### config.mk
export PLATFORM = sky130hd
export DESIGN_NAME = id_ex_stage_reg
export DESIGN_NICKNAME = d
export VERILOG_FILES = /design/src/rtl/id_ex_stage_reg.sv
export SDC_FILE = /design/constraint.sdc
export NUM_CORES = 1
export LEC_CHECK = 0
export CAP_MARGIN = 20
export CORE_ASPECT_RATIO = 0.6
export CORE_MARGIN = 4
export CORE_UTILIZATION = 35
export CTS_CLUSTER_DIAMETER = 50
export DETAILED_ROUTE_END_ITERATION = 16
export PLACE_DENSITY = 0.75
export SYNTH_ARGS = -nofsm -noshare
export SYNTH_HDL_FRONTEND = slang
export SYNTH_SLANG_ARGS = --single-unit
### constraint.sdc
create_clock -name clk_i -period 10.4 [get_ports clk_i]
set_input_delay 2.6 -clock clk_i [delete_from_list [all_inputs] [get_ports clk_i]]
set_output_delay 2.6 -clock clk_i [all_outputs]
set_load 0.05 [all_outputs]
### src/rtl/id_ex_stage_reg.sv
// rtl/id_ex_stage_reg.sv - ID/EX pipeline register with load-use bubble insertion and branch flush
module id_ex_stage_reg #(
    parameter int DATA_W = 32,
    parameter int REG_AW = 5,
    parameter int CNT_W  = 16
) (
    input  logic              clk_i,
    input  logic              rst_i,
    input  logic              id_valid_i,
    input  logic [7:0]        id_ctrl_i,
    input  logic [3:0]        id_alu_instr_i,
    input  logic [DATA_W-1:0] id_rs1_data_i,
    input  logic [DATA_W-1:0] id_rs2_data_i,
    input  logic [DATA_W-1:0] id_imm_i,
    input  logic [DATA_W-1:0] id_pc_i,
    input  logic [REG_AW-1:0] id_rs1_i,
    input  logic [REG_AW-1:0] id_rs2_i,
    input  logic [REG_AW-1:0] id_rd_i,
    input  logic              flush_i,
    output logic              ex_valid_o,
    output logic [7:0]        ex_ctrl_o,
    output logic [3:0]        ex_alu_instr_o,
    output logic [DATA_W-1:0] ex_rs1_data_o,
    output logic [DATA_W-1:0] ex_rs2_data_o,
    output logic [DATA_W-1:0] ex_imm_o,
    output logic [DATA_W-1:0] ex_pc_o,
    output logic [REG_AW-1:0] ex_rs1_o,
    output logic [REG_AW-1:0] ex_rs2_o,
    output logic [REG_AW-1:0] ex_rd_o,
    output logic              hazard_stall_o,
    output logic [CNT_W-1:0]  bubble_cnt_o
);

    logic load_use;
    logic bubble;

    // rs2 is matched for every instruction type; a few false stalls are cheaper than decoding usage
    assign load_use = ex_valid_o & ex_ctrl_o[5] & (ex_rd_o != '0) & id_valid_i &
                      ((ex_rd_o == id_rs1_i) | (ex_rd_o == id_rs2_i));

    assign hazard_stall_o = load_use & ~flush_i;
    assign bubble         = flush_i | load_use;

    always_ff @(posedge clk_i or posedge rst_i) begin
        if (rst_i) begin
            ex_valid_o     <= 1'b0;
            ex_ctrl_o      <= '0;
            ex_alu_instr_o <= '0;
            ex_rs1_data_o  <= '0;
            ex_rs2_data_o  <= '0;
            ex_imm_o       <= '0;
            ex_pc_o        <= '0;
            ex_rs1_o       <= '0;
            ex_rs2_o       <= '0;
            ex_rd_o        <= '0;
            bubble_cnt_o   <= '0;
        end else if (bubble) begin
            ex_valid_o     <= 1'b0;
            ex_ctrl_o      <= '0;
            ex_alu_instr_o <= '0;
            ex_rs1_data_o  <= '0;
            ex_rs2_data_o  <= '0;
            ex_imm_o       <= '0;
            ex_pc_o        <= '0;
            ex_rs1_o       <= '0;
            ex_rs2_o       <= '0;
            ex_rd_o        <= '0;
            // a flushed slot is not a load-use bubble, so only count when the stall is real
            if (hazard_stall_o && (bubble_cnt_o != '1)) begin
                bubble_cnt_o <= bubble_cnt_o + 1'b1;
            end
        end else begin
            ex_valid_o     <= id_valid_i;
            ex_ctrl_o      <= id_valid_i ? id_ctrl_i : 8'h00;
            ex_alu_instr_o <= id_alu_instr_i;
            ex_rs1_data_o  <= id_rs1_data_i;
            ex_rs2_data_o  <= id_rs2_data_i;
            ex_imm_o       <= id_imm_i;
            ex_pc_o        <= id_pc_i;
            ex_rs1_o       <= id_rs1_i;
            ex_rs2_o       <= id_rs2_i;
            ex_rd_o        <= id_rd_i;
        end
    end

endmodule

# Word-level counts from Yosys, hierarchy flattened
# Index checks and enable logic that the tools add are counted.
totals:
  romBits: 0
  input_bits: 159
  latchBits: 0
  n_memories: 0
  wordCells: 37
  mem_bits_rw: 0
  register_bits: 172
op_classes:
  n_addsub: 1
  n_shift: 0
  mul: 0
  n_div: 0
  n_reduce_logical: 3
  n_eq_ne: 3
  magnitude_cmp: 0
  bitwise_logic: 8
  muxes: 11
ops:
  columns: ["operator", "n"]
  rows:
  - ["32-bit two-way mux", 4]
  - ["16-bit by 1-bit adder with 16-bit output, second input constant", 1]
  - ["8-bit two-way mux", 2]
  - ["16-bit != test, second input constant", 1]
  - ["5-bit two-way mux", 3]
  - ["5-bit equality test", 2]
  - ["1-bit AND", 5]
  - ["5-bit nonzero test", 1]
  - ["4-bit two-way mux", 1]
  - ["1-bit OR", 2]
  - ["2-bit AND reduction", 1]
  - ["1-bit logical AND", 1]
  - ["1-bit two-way mux", 1]
  - ["1-bit NOT", 1]

# Longest topological paths before layout
logic_depth:
  ltp_word: 7
  depth_mapped: 7
  ltp_nobuf: 6

# Worst setup path before layout
# OpenSTA, ideal clock, no wires.
synth_path:
  path_type: "in2out"
  from: "input port id_rs1_i[4]"
  to: "output port hazard_stall_o"
  path_buffers: 1
  arrival_time_ns: 3.929
  path_slack_ns: 3.871
  stages: 5
  path_cell_list: "xnor2_1 nand3_1 o22ai_2 clkbuf_1 and2_1"
synth_between:
  elab_chain_cells: 4
synth_rtl:
  columns: ["item", "line_no", "text"]
  rows:
  - ["start, declared", "16", "input logic [REG_AW-1:0] id_rs1_i,"]
  - ["5-bit equality test", "39", "((ex_rd_o == id_rs1_i) | (ex_rd_o == id_rs2_i));"]
  - ["1-bit OR", "39", null]
  - ["1-bit AND", "38", "assign load_use = ex_valid_o & ex_ctrl_o[5] & (ex_rd_o != '0) & id_valid_i &"]
  - ["1-bit AND", "41", "assign hazard_stall_o = load_use & ~flush_i;"]
  - ["end, declared", "30", "output logic hazard_stall_o,"]
# No other way between the ends.

# Worst setup path after layout
# Same ends and word-level chain as after synthesis.

==> metrics.yaml <==
cts-root-buf: "clkbuf_16"
cts-hold-fix-buffers: 0
end_kind: "output pin"
power.internal_w: 0.00115
fin_crit_sh_pct: 73.6
yosysWarnings: 0
synth_nets: 587
grt_pass1_vias: 4711
run_status: "finished, final reports clean"
cts_tree: "done"
vias_per_cell: 4.36
seq_power_share_pct: 43.7
p_sw_w: 0.000474
synthDistinctLibCells: 34
timing.critical_path.buf_inv: 2
slew_viol_final: 0
synth_area_per_cell_sq_um: 14.1
fin_skew_ns: 0.0106
final_layout_size_suffix_gt1_share_pct: 13.0
fmax_mhz: 131
hp-class: "flop to flop"
n_fill_cell: 1301
syn_area_sq_um: 6030
p_per_area_nw_per_um2: 160
finalWirelength_microns: 18100
hold_viol_final: 0
total_power_w: 0.00162
postRouteAntennaNets: 0
cp.arrival_ns: 5.05
place.gp.congestion: 0.800
drt_iter0_markers: 318
diodes: 0
slew_headroom_pct: 38.9
start_util_pct: 36.4
synth-async-reset-ratio_pct: 100
irDropWorstVdd_mv: 0.0941
cp_slowest_cell: "clkdlybuf4s50_1"
synthCells: 427
fin_crit_ns: 7.65
die_area_sq_um: 19500
power_frac_comb_pct: 18.0
avgRoutedWirePerCell_microns: 18.1
cap_violations: 0
dpl.hpwl_microns: 14200
path_clk_slew_ns: 0.06
design.core.area_sq_um: 16600
grt_first_pass_wirelength_microns: 26800
sw_frac_of_total_pct: 29.2
die-height_microns: 110
portBuffers: 331
drc_errors: 0
synth-main-ff-cell: "dfrtp_1"
dr.pass1.iters: 6
timing.rr.start: "ex_rd_o[1]$_DFF_PP0_"
crit_top_cell: "clkdlybuf4s50_1"
numCtsBuffers: 17
dr_total_vias: 4367
worstPathCellList: "clkdlybuf4s50_1 -> xnor2_1 -> nand3_1 -> o22ai_2 -> and2_1 -> clkdlybuf4s50_1"
clk_latency_ns: 0.42
htree_levels: 4
cp-startpoint: "id_rs1_i[4]"
cts.path.max_buffers: 2
critPathKind: "primary input to output pin"
synth-edff-count: 0
final_cell_mix: "clkdlybuf4s50_1, dfrtp_1, and2_1"
ys_ff_latch: 172
cp_max_fo: 18
cts_setup_buffers: 0
synthToLayoutAreaGrowth_pct: 68.4
timing.setup.tns_ns: 0
setup_violations: 0
cp.required_ns: 7.80
die_x_microns: 178
track_usage_pct: 18.2
grt_max_degree: 100
leakage_nw: 4.39
cp_top_family: "buffers and inverters"
seq_area_frac_synth_pct: 71.3
io_pins: 332
rows: 36
cp_slowest_stage_delay_ns: 0.81
cp-start-kind: "primary input"
cts-resized-gates: 0
worst_slew_pin_slew_ns: 0.917
p_clk_share_pct: 38.3
grt_setup_unrepaired: "no"
fin_nets: 921
grt-ovfl-total: 0
cts.sinks: 172
grt_antenna_before_repair: 0
hp-start: "bubble_cnt_o[15]$_DFFE_PP0P_"
final_common_cell: "clkdlybuf4s50_1"
## worst paths after layout
kind | endpoint | slack, ns | cells past startpoint
min reg2reg | bubble_cnt_o[15]$_DFFE_PP0P_ | 0.50 | 1
max in group asynchronous | ex_rs2_data_o[11]$_DFF_PP0_ | 6.15 | 3
min | bubble_cnt_o[15]$_DFFE_PP0P_ | 0.50 | 1
max reg2reg | ex_imm_o[9]$_DFF_PP0_ | 7.71 | 6
max | hazard_stall_o | 2.75 | 6
min in group asynchronous | ex_pc_o[16]$_DFF_PP0_ | 2.73 | 2
## logic make-up (layout without fill, tap and decap cells)
| group | count (synthesis) | after routing | share of synthesized area, % |
|---|---|---|---|
| AOI/OAI and AO/OA | 7 | 7 | 1.08 |
| xor gates and xnor gates | 25 | 25 | 3.63 |
| adders and majority gates | 1 | 1 | 0.207 |
| buffers and inverters | 21 | 368 | 1.82 |
| DFF | 172 | 172 | 71.3 |
| muxes | 1 | 1 | 0.187 |
| and+or+nand+nor | 200 | 200 | 21.8 |
## layout make-up
cell class / count / area, sq um / share of cell area (%)
Tap cell: 228 / 285 / 2.81
Sequential cell: 172 / 4300 / 42.4
Inverter: 2 / 12.5 / 0.123
Clock inverter: 14 / 153 / 1.50
Multi-Input combinational cell: 234 / 1620 / 15.9
Clock buffer: 18 / 439 / 4.32
Timing Repair Buffer: 334 / 3350 / 32.9
## Yosys cell counts, drive strengths merged, types with 2 or more instances
| cell | count | area [sq um] |
|---|---|---|
| clkbuf | 16 | 75.1 |
| dfrtp | 172 | 4300 |
| or4 | 2 | 18.8 |
| nor4b | 2 | 17.5 |
| a21oi | 4 | 31.3 |
| nand4b | 3 | 26.3 |
| xnor2 | 24 | 210 |
| nor2 | 5 | 18.8 |
| buf | 3 | 27.5 |
| nand2 | 8 | 30.0 |
| nand4 | 7 | 43.8 |
| nand3 | 7 | 35.0 |
| inv | 2 | 7.51 |
| and2 | 155 | 1040 |
| nor3b | 2 | 15.0 |
| and3 | 2 | 12.5 |
## flip-flops by register name, indices dropped and copies added, names as in the netlist, 4 cells and up
signal / cells
bubble_cnt_o: 16
ex_alu_instr_o: 4
ex_ctrl_o: 8
ex_imm_o: 32
ex_pc_o: 32
ex_rd_o: 5
ex_rs1_data_o: 32
ex_rs1_o: 5
ex_rs2_data_o: 32
ex_rs2_o: 5
## power groups by stage
stage / logic [W] / clock network [W] / registers (W)
2_1_floorplan: 0.0000461 / 0 / 0.000833
3_3_place_gp: 0.000290 / 0 / 0.000722
3_5_place_dp: 0.000294 / 0 / 0.000723
4_1_cts: 0.000295 / 0.000638 / 0.000710
5_1_grt: 0.000306 / 0.000666 / 0.000713
6_report: 0.000292 / 0.000622 / 0.000710
## layer usage
layer,part of all wire (%),vias to the layer above,GRT usage [%]
met5,0,-,0
met3,7.9,17,5.88
li1,-,2011,-
met2,51,175,31.2
met1,40,2164,22.4
met4,1.1,0,5.46
## metrics by stage
stage | hold WS (ns) | setup slack [ns] | util, % | cells | instance area (sq um)
6_report | 0.503 | 2.75 | 61.3 | 1002 | 10200
5_1_grt | 0.530 | 2.60 | 61.3 | 1002 | 10200
4_1_cts | 0.508 | 2.73 | 61.2 | 1001 | 10100
3_5_place_dp | 0.498 | 2.73 | 57.6 | 969 | 9550
3_3_place_gp | 0.489 | 2.78 | 57.6 | 969 | 9550
2_1_floorplan | 0.796 | 3.14 | - | 427 | 6030
Power figures use the tool's default switching activity.
